### config.mk
export PLATFORM = sky130hd
export DESIGN_NAME = mem_port_arbiter
export DESIGN_NICKNAME = d
export VERILOG_FILES = /design/src/rtl/mem_port_arbiter.sv
export SDC_FILE = /design/constraint.sdc
export NUM_CORES = 1
export LEC_CHECK = 0
export CAP_MARGIN = 40
export CORE_UTILIZATION = 25
export DETAILED_ROUTE_END_ITERATION = 10
export SLEW_MARGIN = 0
export SYNTH_ARGS = -nofsm -noshare
export SYNTH_HDL_FRONTEND = slang
export SYNTH_SLANG_ARGS = --single-unit
### constraint.sdc
create_clock -name clk -period 4.24 [get_ports clk]
set_input_delay 0.848 -clock clk [delete_from_list [all_inputs] [get_ports clk]]
set_output_delay 0.848 -clock clk [all_outputs]
set_load 0.01 [all_outputs]
### src/rtl/mem_port_arbiter.sv
// Two-master (CPU, DMA) arbiter for one single-ported memory.
// Define ARB_RR_EN for round-robin contention; default is fixed CPU priority.
module mem_port_arbiter #(
  parameter int unsigned WAIT_CYCLES = 1
) (
  input  logic        clk,
  input  logic        reset,
  input  logic        cpu_req,
  input  logic        cpu_wr,
  input  logic [15:0] cpu_addr,
  input  logic [15:0] cpu_wdata,
  output logic        cpu_gnt,
  output logic        cpu_done,
  input  logic        dma_req,
  input  logic        dma_wr,
  input  logic [15:0] dma_addr,
  input  logic [15:0] dma_wdata,
  output logic        dma_gnt,
  output logic        dma_done,
  output logic [15:0] rdata,
  output logic        mem_rd,
  output logic        mem_wr,
  output logic [15:0] mem_addr,
  output logic [15:0] mem_wdata,
  input  logic [15:0] mem_rdata,
  output logic        busy
);

  typedef enum logic [1:0] {
    IDLE,
    ACCESS,
    DONE
  } state_e;

  localparam logic [3:0] WAITV = 4'(WAIT_CYCLES);

  state_e      state_q, state_d;
  logic [3:0]  cnt_q, cnt_d;
  logic        own_dma_q, own_dma_d;
  logic        wr_q, wr_d;
  logic [15:0] addr_q, addr_d;
  logic [15:0] wdata_q, wdata_d;
  logic [15:0] rdata_q, rdata_d;
  logic        cpu_win;

`ifdef ARB_RR_EN
  logic last_dma_q, last_dma_d;

  // CPU wins unless DMA also asks and CPU was the last winner
  always_comb begin
    cpu_win = cpu_req & (~dma_req | last_dma_q);
  end
`else
  always_comb begin
    cpu_win = cpu_req;
  end
`endif

  always_comb begin
    state_d   = state_q;
    cnt_d     = cnt_q;
    own_dma_d = own_dma_q;
    wr_d      = wr_q;
    addr_d    = addr_q;
    wdata_d   = wdata_q;
    rdata_d   = rdata_q;
`ifdef ARB_RR_EN
    last_dma_d = last_dma_q;
`endif
    unique case (state_q)
      IDLE: begin
        if (cpu_req | dma_req) begin
          state_d   = ACCESS;
          cnt_d     = WAITV;
          own_dma_d = ~cpu_win;
          wr_d      = cpu_win ? cpu_wr : dma_wr;
          addr_d    = cpu_win ? cpu_addr : dma_addr;
          wdata_d   = cpu_win ? cpu_wdata : dma_wdata;
`ifdef ARB_RR_EN
          last_dma_d = ~cpu_win;
`endif
        end
      end
      ACCESS: begin
        if (cnt_q == 4'd0) begin
          state_d = DONE;
          if (!wr_q) rdata_d = mem_rdata;
        end else begin
          cnt_d = cnt_q - 4'd1;
        end
      end
      DONE: state_d = IDLE;
      default: state_d = IDLE;
    endcase
  end

  always_ff @(posedge clk) begin
    if (!reset) begin
      state_q   <= IDLE;
      cnt_q     <= 4'd0;
      own_dma_q <= 1'b0;
      wr_q      <= 1'b0;
      addr_q    <= 16'h0000;
      wdata_q   <= 16'h0000;
      rdata_q   <= 16'h0000;
`ifdef ARB_RR_EN
      last_dma_q <= 1'b1;
`endif
    end else begin
      state_q   <= state_d;
      cnt_q     <= cnt_d;
      own_dma_q <= own_dma_d;
      wr_q      <= wr_d;
      addr_q    <= addr_d;
      wdata_q   <= wdata_d;
      rdata_q   <= rdata_d;
`ifdef ARB_RR_EN
      last_dma_q <= last_dma_d;
`endif
    end
  end

  always_comb begin
    busy      = (state_q != IDLE);
    cpu_gnt   = busy & ~own_dma_q;
    dma_gnt   = busy & own_dma_q;
    cpu_done  = (state_q == DONE) & ~own_dma_q;
    dma_done  = (state_q == DONE) & own_dma_q;
    mem_rd    = (state_q == ACCESS) & ~wr_q;
    mem_wr    = (state_q == ACCESS) & wr_q;
    mem_addr  = addr_q;
    mem_wdata = wdata_q;
    rdata     = rdata_q;
  end

endmodule

======== Word-level counts from Yosys, hierarchy flattened ========
Cells that the tools add are included.
word-level totals
  flip-flop bits (word level) ............. 56
  latch bits .............................. 0
  memory bits (writable) .................. 0
  bits in read-only memories .............. 0
  bits of input ports ..................... 86
  output and inout port bits .............. 55
  memories ................................ 0
operators by class
  $add $sub $neg .......................... 1
  $mul .................................... 0
  divide/modulo/power cells ............... 0
  order comparisons ....................... 0
  equality and inequality tests ........... 5
  shifts and indexed selects .............. 0
  muxes and demuxes ....................... 9
  bitwise operators ....................... 10
  reduce and logical (&&, ||, !) cells .... 8
operator list
  kind                   number
  $mux W16               2
  $mux W4                2
  $pmux W4 S2            1
  $and A1 B1 Y1          6
  $ne A2 B2 Y1 const B   3
  $reduce_and A3 Y1      2
  $logic_not A4 Y1       1
  $mux W2                2
  $pmux W2 S2            1
  $reduce_and A2 Y1      2
  $reduce_bool A2 Y1     2
  $sub A4 B1 Y4 const B  1
  $not A1 Y1             3
  $eq A2 B1 Y1 const B   1
  $eq A2 B2 Y1 const B   1
  $logic_not A2 Y1       1
  $mux W1                1
  $or A1 B1 Y1           1

======== Depth between registers and ports, before layout ========
Gate-level depths: netlist (run 1).
  depth in word-level cells ............... 3
  mapped depth ............................ 6
  gate-level depth less buffers ........... 5

======== Least setup slack after synthesis (run 1) ========
OpenSTA, ideal clock, no wires.
  kind .................................... reg2out
  start ................................... register state_q[1]
  end ..................................... output port cpu_gnt
  arrival ................................. 1,034 ps
  data required time ...................... 3,392 ps
  path slack .............................. 2,358 ps
  cell stages (with the launch flop) ...... 5
  buffers on the path ..................... 2
  path through ............................ dfxtp_1 nor2_1 clkbuf_1 buf_2 nor2_1
on the way
  longest elaborated chain between the ends .. 2
ends and longest elaborated chain
  item                      RTL line  source
  start: declaration        37        state_e state_q, state_d;
  start signal: assignment  110       state_q <= state_d;
  $reduce_bool A2 Y1        124       busy = (state_q != IDLE);
  $and A1 B1 Y1             125       cpu_gnt = busy & ~own_dma_q;
  end: declaration          12        output logic cpu_gnt,
Every way passes these cells.

======== Worst setup path after layout (run 1) ========
Ends and elaborated chain as after synthesis.

==> results of run 1 <==
-- power by group through the flow --
stage	registers [W]	logic, W	clock network, W
after floorplan	0.000668	0.000214	0
after global placement	0.000645	0.000480	0
after detailed placement	0.000645	0.000491	0
after CTS	0.000634	0.000492	0.000369
after global routing	0.000645	0.000529	0.000391
final	0.000634	0.000486	0.000355
-- how the worst max path moves through the flow --
| stage | startpoint | endpoint | slack [ps] |
|---|---|---|---|
| after floorplan | state_q[1] | cpu_gnt | 2360 |
| after global placement | reset | cnt_q[1] | 1590 |
| after detailed placement | reset | cnt_q[1] | 1560 |
| after CTS | state_q[1] | cpu_gnt | 1270 |
| final | state_q[1] | cpu_gnt | 1300 |
| after global routing | state_q[1] | cpu_gnt | 1170 |
-- sequential cells by signal, summed over array words and instances, names as in the netlist --
register and count:
state_q 2, own_dma_q 1, mem_addr 16, rdata 16, mem_wdata 16, wr_q 1, cnt_q 4
-- routing by layer --
layer,GRT usage [%],share of wire [%],vias up
met5,0,0,-
met4,3.79,1.3,0
met3,2.98,7.4,6
met2,24.1,48,81
met1,16.2,44,1108
li1,-,-,1217
-- tightest hold or removal path, stage by stage, from the launching register on --
cell	delay, ps
dfxtp_1	320
nand2_1	50
mux2i_1	50
-- cell usage in the layout, fill, tap and decap left out, types with 2 or more instances in the layout --
cell type	n
a211oi_1	34
a21oi_1	36
and2_1	2
buf_4	6
clkbuf_8	5
clkdlybuf4s50_1	139
dfxtp_1	56
ha_1	2
inv_1	4
mux2i_1	49
nand2_1	32
nor2_1	4
nor2_2	2
nor3b_1	2
or4_1	2
-- logic make-up after synthesis --
logic type               synth area share [%]
flip-flops                               44.2
AND/OR/NAND/NOR                          10.3
multiplexers                             19.3
AO/OA/AOI/OAI                            19.1
buffers and inverters                    6.16
adder cells (fa/ha/maj)                 0.986
-- per-stage QoR --
stage | util, % | setup slack (ps) | hold slack, ps | total power, W | area [µm²]
2_1_floorplan | - | 2360 | 479 | 0.000882 | 2540
3_3_place_gp | 40.9 | 1590 | 443 | 0.00112 | 4010
3_5_place_dp | 41.0 | 1560 | 451 | 0.00114 | 4030
4_1_cts | 42.1 | 1270 | 466 | 0.00150 | 4140
5_1_grt | 42.1 | 1170 | 482 | 0.00157 | 4140
6_report | 42.1 | 1300 | 464 | 0.00148 | 4140
-- area by class of cell --
type | count | area (µm²) | share of cell area [%]
repair buffers | 147 | 1460 | 35.2
multi-input cells | 180 | 1260 | 30.5
flip-flops and latches | 56 | 1120 | 27.1
well taps | 133 | 166 | 4.02
clock buffers | 6 | 72.6 | 1.75
clock inverters | 2 | 38.8 | 0.937
inverters | 5 | 18.8 | 0.454
==> results.md, run 1 <==
- Outcome: completed
- TritonCTS clock tree: done
- Die width: 103 µm
- CTS Buf Count: 5
- Count leader, synth: dfxtp_1
- Area grow syn2layout: 63.0%
- Final Non-Filler Cells: 529
- Share of cells above drive strength 1: 5.05%
- DRT Pass-1 Iters: 4
- Crit end category: primary output
- Antenna Nets Post-Route: 0
- Worst reg2reg path depth: 5
- Die H: 103 µm
- Nets@finish: 483
- Yosys warning count: 0
- GR Util All Layers: 13.5%
- Number of global-route vias before repair: 2335
- Ant diodes: 0
- Number of flops mapped to enable cells by yosys: 0
- CTS Root Cell: clkbuf_8
- Routed vias/inst: 4.56
- Critical Path Source Type: flop
- Start point of the worst hold path: rdata[15]
- I/O Buffers: 140
- Largest net degree at the start of global routing: 41
- Peak VDD IR: 0.172 mV
- TNS Setup: 0 ps
- Die area: 10600 µm²
- Max stage delay cell, worst path: clkdlybuf4s50_1
- Worst-skew pair later-pin latency: 310 ps
- Htree depth: 2
- Crit path DAT: 2100 ps
- Vias: 2412
- Dpl cells: 521
- Post-CTS setup buffer count: 0
- WP data required: 3390 ps
- Fin crit period: 2940 ps
- Cells after Synth: 266
- Post-synthesis sequential area ratio: 44.2%
- HP Class: flop to flop
- # setup viols final: 0
- Synth cell count leaders: dfxtp_1 (56), mux2i_1 (49), a21oi_1 (36), a211oi_1 (34), nand2_1 (32)
- Top cell type by total area after synthesis: dfxtp_1
- Worst-case hold path end point: rdata[15]
- Asr flop ratio synth: 0%
- Syn avg cell area: 9.54 µm²
- Top cells by area, synth: dfxtp_1 (44%), mux2i_1 (19%), a211oi_1 (10%), a21oi_1 (7.1%), nand2_1 (4.7%)
- Int Power: 0.00104 W
- CP bufs+invs: 2
- Critical path class: flop to primary output
- Sw frac: 29.2%
- RSZ-0062 raised after global routing: false
- Drt first-iter violations: 41
- Io pins: 141
- Instance count on the critical path: 4
- Net Sw Power: 0.000431 W
- Rows: 36
- Final Cycle Share: 69.4%
- Comb pwr share: 32.9%
- Post-DR wirelength/cell: 13.5 µm
- Slew headroom: 61.8%
- Global-route wire length before repair: 11.2 mm
- Worst R2R End: mem_wdata[12]
- Least-Margin Pin Slew: 572 ps
- WHS Path Cells: 2
- Initial antenna violation count: 0
- Post-synth top area share: 44.2%
- Max incr delay on CP: 490 ps
- Post-synth top flop: dfxtp_1
- Leakage power: 1.56 nW
- Yosys cell types: 33
- Dpl hpwl: 5.28 mm
- Fmax: 0.340 GHz
- # fillers: 1004
- Final hold violations: 0
- Congestion Overflow GR: 0
- P per Cell Area: 357 nW/µm²
- GP Congestion: 0.763
- Sequential share of power: 43.0%
- Worst Skew: 9.76 ps
- Clock Path Buffers: 2
- RR Startpoint: state_q[1]
- CP top delay family: buffers and inverters
- Crit-path cells: nor2_2 > buf_4 > nor2_1 > clkdlybuf4s50_1
- Area of the core: 9820 µm²
- Cell Area, Synth: 2540 µm²
- Final slew viol count: 0
- Clock power share: 24.1%
- Crit-path max FO: 25
- DRT Wirelength: 7.16 mm
- Synth Register Bits: 56
- Starting Density: 25.9%
- CTS Hold Bufs: 0
- Max-cap violations: 0
- Syn Nets: 354
- Worst R2R Setup Slack: 2340 ps
- Clock sinks: 56
- Post-CTS sizing: 0
- Clk pin slew, worst setup/hold paths: 100 ps
- DRC viols: 0
(Power assumes the default switching activity.)
==> run 2, diff against run 1 <==
==> constraint.sdc (replaced) <==
create_clock -name clk -period 2.7 [get_ports clk]
set_input_delay 0.54 -clock clk [delete_from_list [all_inputs] [get_ports clk]]
set_output_delay 0.54 -clock clk [all_outputs]
set_load 0.01 [all_outputs]
==> results.md, run 2 (synthesized netlist as in run 1, its figures left out) <==
- Largest net degree at the start of global routing: 34 (was 41)
- RR Startpoint: cnt_q[0] (was state_q[1])
- Clock Path Buffers: 2 (unchanged)
- Clock power share: 23.2% (was 24.1%)
- Comb pwr share: 33.5% (was 32.9%)
- Worst-case hold path end point: own_dma_q (was rdata[15])
- Start point of the worst hold path: cpu_req (was rdata[15])
- WHS: 451 ps (was 464 ps)
- Max stage delay cell, worst path: clkdlybuf4s50_1 (unchanged)
- Least-Margin Pin Slew: 541 ps (was 572 ps)
- Fmax: 0.446 GHz
- CTS Buf Count: 5 (unchanged)
- Area grow syn2layout: 63.9% (was 63.0%)
- Final Non-Filler Cells: 532 (was 529)
- Routed vias/inst: 4.52 (was 4.56)
- DRT Wirelength: 7.13 mm (was 7.16 mm)
- Worst reg2reg path depth: 6 (was 5)
- Htree depth: 2 (unchanged)
- Dpl hpwl: 5.41 mm (was 5.28 mm)
- DRC viols: 0 (unchanged)
- Drt first-iter violations: 65 (was 41)
- TritonCTS clock tree: done (unchanged)
- Die width: 103 µm (unchanged)
- Number of global-route vias before repair: 2187 (was 2335)
- Crit path DAT: 1700 ps (was 2100 ps)
- Most common cell after layout, fill and taps aside: clkdlybuf4s50_1 (unchanged)
- Share of cells above drive strength 1: 5.76% (was 5.05%)
- CTS Root Cell: clkbuf_8 (unchanged)
- Post-CTS setup buffer count: 0 (unchanged)
- Slew headroom: 63.9% (was 61.8%)
- Clock sinks: 56 (unchanged)
- HP Class: primary input to flop (was flop to flop)
- Outcome: completed (unchanged)
- WHS Path Cells: 2 (unchanged)
- Final Power: 0.00230 W (was 0.00148 W)
- CTS Hold Bufs: 0 (unchanged)
- Worst Skew: 5.52 ps (was 9.76 ps)
- Final Util: 42.4% (was 42.1%)
- Io pins: 141 (unchanged)
- Crit-path max FO: 5 (was 25)
- Final hold violations: 0 (unchanged)
- GR Util All Layers: 12.9% (was 13.5%)
- Area of the core: 9820 µm² (unchanged)
- Critical Path Source Type: flop (unchanged)
- Leakage power: 1.57 nW (was 1.56 nW)
- Post-DR wirelength/cell: 13.4 µm (was 13.5 µm)
- Die area: 10600 µm² (unchanged)
- Clk pin slew, worst setup/hold paths: 100 ps (about the same)
- Initial antenna violation count: 0 (unchanged)
- Crit end category: primary output (unchanged)
- Final slew viol count: 0 (unchanged)
- Global-route wire length before repair: 10.6 mm (was 11.2 mm)
- Worst R2R Setup Slack: 1000 ps (was 2340 ps)
- WP data required: 2160 ps (was 3390 ps)
- Fin crit period: 2240 ps
- Final Cycle Share: 83.0%
- Antenna Nets Post-Route: 0 (unchanged)
- Max-cap violations: 0 (unchanged)
- DRT Pass-1 Iters: 4 (unchanged)
- Sequential share of power: 43.2% (was 43.0%)
- Ant diodes: 0 (unchanged)
- RSZ-0062 raised after global routing: false (unchanged)
- Int Power: 0.00164 W (was 0.00104 W)
- Crit-path cells: nor2b_1 > and2_1 > clkdlybuf4s50_1 (was nor2_2 > buf_4 > nor2_1 > clkdlybuf4s50_1)
- Peak VDD IR: 0.237 mV (was 0.172 mV)
- Nets@finish: 486 (was 483)
- I/O Buffers: 140 (unchanged)
- Vias: 2406 (was 2412)
- TNS Setup: 0 ps (unchanged)
- Sw frac: 28.7% (was 29.2%)
- Die H: 103 µm (unchanged)
- Post-CTS sizing: 0 (unchanged)
- # setup viols final: 0 (unchanged)
- Critical path class: flop to primary output (unchanged)
- Rows: 36 (unchanged)
- GP Congestion: 0.799 (was 0.763)
- Congestion Overflow GR: 0 (unchanged)
- Max incr delay on CP: 550 ps (was 490 ps)
- P per Cell Area: 553 nW/µm² (was 357 nW/µm²)
- Worst-skew pair later-pin latency: 300 ps (was 310 ps)
- Commonest cells after routing, fill and taps aside: clkdlybuf4s50_1 (139), dfxtp_1 (56), mux2i_1 (49) (unchanged)
- Worst R2R End: rdata[14] (was mem_wdata[12])
- Dpl cells: 524 (was 521)
- Net Sw Power: 0.000660 W (was 0.000431 W)
- Starting Density: 25.9% (unchanged)
## run 2: power groups by stage
stage          Sequential (W)  Combinational (W)  Clock [W]
6_report             0.000995           0.000772   0.000535
3_3_place_gp          0.00101           0.000769          0
4_1_cts              0.000996           0.000782   0.000557
5_1_grt               0.00101           0.000834   0.000588
2_1_floorplan         0.00105           0.000337          0
3_5_place_dp          0.00101           0.000780          0
## run 2: worst max path at each step
stage               cells past startpoint  slack, ps       endpoint        from
floorplan                               6       1020      rdata[10]    cnt_q[0]
finish                                  3        460         mem_wr  state_q[0]
detailed placement                      5        640  mem_wdata[12]     dma_req
CTS                                     3        440         mem_wr  state_q[0]
global route                            3        340         mem_wr  state_q[0]
global placement                        5        710    mem_addr[4]     dma_req
## run 2: metal layers
metal	up-vias	share of wire, %	wire (µm)	global-route usage, %
met1	1101	44	3160	15.8
met3	4	7.5	538	3.32
li1	1223	-	-	-
met5	-	0	0	0
met4	0	1.2	83	4.01
met2	78	47	3340	22.1
## run 2: metrics by stage
step | setup WS, ps | area, µm²
2_1_floorplan | 1020 | 2540
3_3_place_gp | 711 | 4050
3_5_place_dp | 636 | 4050
4_1_cts | 439 | 4160
5_1_grt | 344 | 4160
6_report | 460 | 4160
## run 2: worst max-delay path: cells and delay by family, from the launching register on
family / cells / cell delay (ps)
DFF: 1 / 400
buffers and inverters: 1 / 550
and+or+nand+nor: 2 / 440
## run 2: area by class of cell
| cell class | instances | area (µm²) |
|---|---|---|
| clock buffers | 6 | 72.6 |
| clock inverters | 2 | 35.0 |
| fillers | 998 | 5660 |
| inverters | 5 | 18.8 |
| multi-input cells | 180 | 1260 |
| flip-flops and latches | 56 | 1120 |
| well taps | 133 | 166 |
| repair buffers | 150 | 1480 |
==> run 3, diff against run 2 <==
==> constraint.sdc (replaced) <==
create_clock -name clk -period 1.8 [get_ports clk]
set_input_delay 0.36 -clock clk [delete_from_list [all_inputs] [get_ports clk]]
set_output_delay 0.36 -clock clk [all_outputs]
set_load 0.01 [all_outputs]
==> results.md, run 3 (synthesized netlist as in run 1, its figures left out) <==
- Initial antenna violation count: 0 (unchanged)
- GP Congestion: 0.721 (was 0.799)
- Max stage delay cell, worst path: dfxtp_4 (was clkdlybuf4s50_1)
- Comb pwr share: 32.1% (was 33.5%)
- Max incr delay on CP: 390 ps (was 550 ps)
- Outcome: completed (unchanged)
- Final slew viol count: 0 (unchanged)
- Worst R2R Setup Slack: 180 ps (was 1000 ps)
- Slew headroom: 72.5% (was 63.9%)
- Final hold violations: 0 (unchanged)
- Commonest cells after routing, fill and taps aside: clkdlybuf4s50_1 (132), dfxtp_1 (54), mux2i_1 (49) (was clkdlybuf4s50_1 (139), dfxtp_1 (56), mux2i_1 (49))
- Critical Path Source Type: flop (unchanged)
- I/O Buffers: 140 (unchanged)
- Post-DR wirelength/cell: 13.2 µm (was 13.4 µm)
- Area of the core: 9820 µm² (unchanged)
- DRT Pass-1 Iters: 4 (unchanged)
- Die width: 103 µm (unchanged)
- # fillers: 987 (was 998)
- Sequential share of power: 40.9% (was 43.2%)
- Routed vias/inst: 4.55 (was 4.52)
- DRC viols: 0 (unchanged)
- Leakage power: 1.63 nW (was 1.57 nW)
- CTS Root Cell: clkbuf_8 (unchanged)
- Nets@finish: 486 (unchanged)
- Antenna Nets Post-Route: 0 (unchanged)
- Area grow syn2layout: 66.9% (was 63.9%)
- Final Cycle Share: 94.7%
- Die area: 10600 µm² (unchanged)
- WP data required: 1440 ps (was 2160 ps)
- Crit-path cells: nor2_4 > inv_2 > and2_1 > dlygate4sd2_1 (was nor2b_1 > and2_1 > clkdlybuf4s50_1)
- Largest net degree at the start of global routing: 40 (was 34)
- P per Cell Area: 863 nW/µm² (was 553 nW/µm²)
- Clock power share: 27.0% (was 23.2%)
- TNS Setup: 0 ps (unchanged)
- Clock Path Buffers: 2 (unchanged)
- Congestion Overflow GR: 0 (unchanged)
- Critical path class: flop to primary output (unchanged)
- Starting Density: 25.9% (unchanged)
- Worst-skew pair later-pin latency: 310 ps (was 300 ps)
- HP Class: primary input to flop (unchanged)
- Least-Margin Pin Slew: 413 ps (was 541 ps)
- Peak VDD IR: 0.400 mV (was 0.237 mV)
- Io pins: 141 (unchanged)
- CTS Buf Count: 5 (unchanged)
- Most common cell after layout, fill and taps aside: clkdlybuf4s50_1 (unchanged)
- Share of cells above drive strength 1: 6.77% (was 5.76%)
- Rows: 36 (unchanged)
- Max-cap violations: 0 (unchanged)
- Dpl hpwl: 5.21 mm (was 5.41 mm)
- DRT Wirelength: 7.03 mm (was 7.13 mm)
- Drt first-iter violations: 90 (was 65)
- Crit-path max FO: 5 (unchanged)
- Clock sinks: 56 (unchanged)
- GR Util All Layers: 13.1% (was 12.9%)
- Crit end category: primary output (unchanged)
- Crit path DAT: 1350 ps (was 1700 ps)
- # setup viols final: 0 (unchanged)
- Final Non-Filler Cells: 532 (unchanged)
- CP bufs+invs: 2 (was 1)
- Die H: 103 µm (unchanged)
- Fmax: 0.586 GHz
- Htree depth: 2 (unchanged)
- CP top delay family: flip-flops (was buffers and inverters)
- Sw frac: 28.2% (was 28.7%)
- Number of global-route vias before repair: 2221 (was 2187)
- Net Sw Power: 0.00103 W (was 0.000660 W)
- Vias: 2419 (was 2406)
- Global-route wire length before repair: 10.9 mm (was 10.6 mm)
- Register area: 1130 µm² (was 1120 µm²)
- Worst Skew: 15.1 ps (was 5.52 ps)
- RSZ-0062 raised after global routing: false (unchanged)
- CTS Hold Bufs: 0 (unchanged)
- Multi-input logic area: 1280 µm² (was 1260 µm²)
- Dpl cells: 524 (unchanged)
- Clk pin slew, worst setup/hold paths: 100 ps (about the same)
- TritonCTS clock tree: done (unchanged)
- Fin crit period: 1710 ps
- Int Power: 0.00262 W (was 0.00164 W)
- Ant diodes: 0 (unchanged)
-- run 3: cell count changes in the layout (fill, tap and decap cells not counted), sizes merged --
cell | before | now
clkdlybuf4s50 | 139 | 132
dlygate4sd2 | 0 | 7
bufinv | 1 | 2
clkbuf | 6 | 5
clkinv | 1 | 0
inv | 5 | 6
-- run 3: final timing paths --
check,startpoint,to,cells past startpoint
max reg2reg,cnt_q[0],rdata[14],6
max,state_q[1],dma_gnt,4
min reg2reg,rdata[2],rdata[2],2
min,cpu_req,own_dma_q,2
-- run 3: power by group through the flow --
stage | Sequential [W] | Combinational (W) | Clock, W
floorplan | 0.00157 | 0.000505 | 0
global route | 0.00152 | 0.00128 | 0.00108
detailed placement | 0.00152 | 0.00120 | 0
global placement | 0.00151 | 0.00118 | 0
finish | 0.00149 | 0.00117 | 0.000988
CTS | 0.00150 | 0.00119 | 0.00103
-- run 3: cell type report --
type,instances,area share [%]
Sequential cell,56,26.6
Multi-Input combinational cell,180,30.1
Clock inverter,3,1.62
Tap cell,133,3.93
Timing Repair Buffer,150,35.7
Inverter,5,0.443
Clock buffer,5,1.62
-- run 3: per-stage QoR --
step                total power, W  worst slack, ps  hold slack (ps)  cell area [µm²]  util, %
finish                     0.00366             94.7              299             4240     43.2
floorplan                  0.00208              117              479             2540        -
CTS                        0.00371             84.7              295             4240     43.2
global placement           0.00269             91.3              442             4090     41.7
global route               0.00387             39.4              304             4240     43.2
detailed placement         0.00271             69.8              447             4090     41.7
-- run 3: metal layers --
metal | track usage, % | vias to the layer above | wire (µm)
li1 | - | 1220 | -
met2 | 23.1 | 81 | 3380
met4 | 2.93 | 0 | 75
met1 | 16.3 | 1112 | 3050
met3 | 2.98 | 6 | 528
met5 | 0 | - | 0
-- run 3: worst reg2reg max path: stages, from the launching register on --
cell and delay [ps]:
dfxtp_1 340, inv_1 90, ha_1 150, or3b_4 410
nor3_4 160, buf_12 190, mux2i_1 200
-- run 3: repair_timing --
item                                    4_1_cts  5_1_grt
endpoints found under the setup margin        7        0
setup buffers                                 0        0
gates resized for setup                      13        0
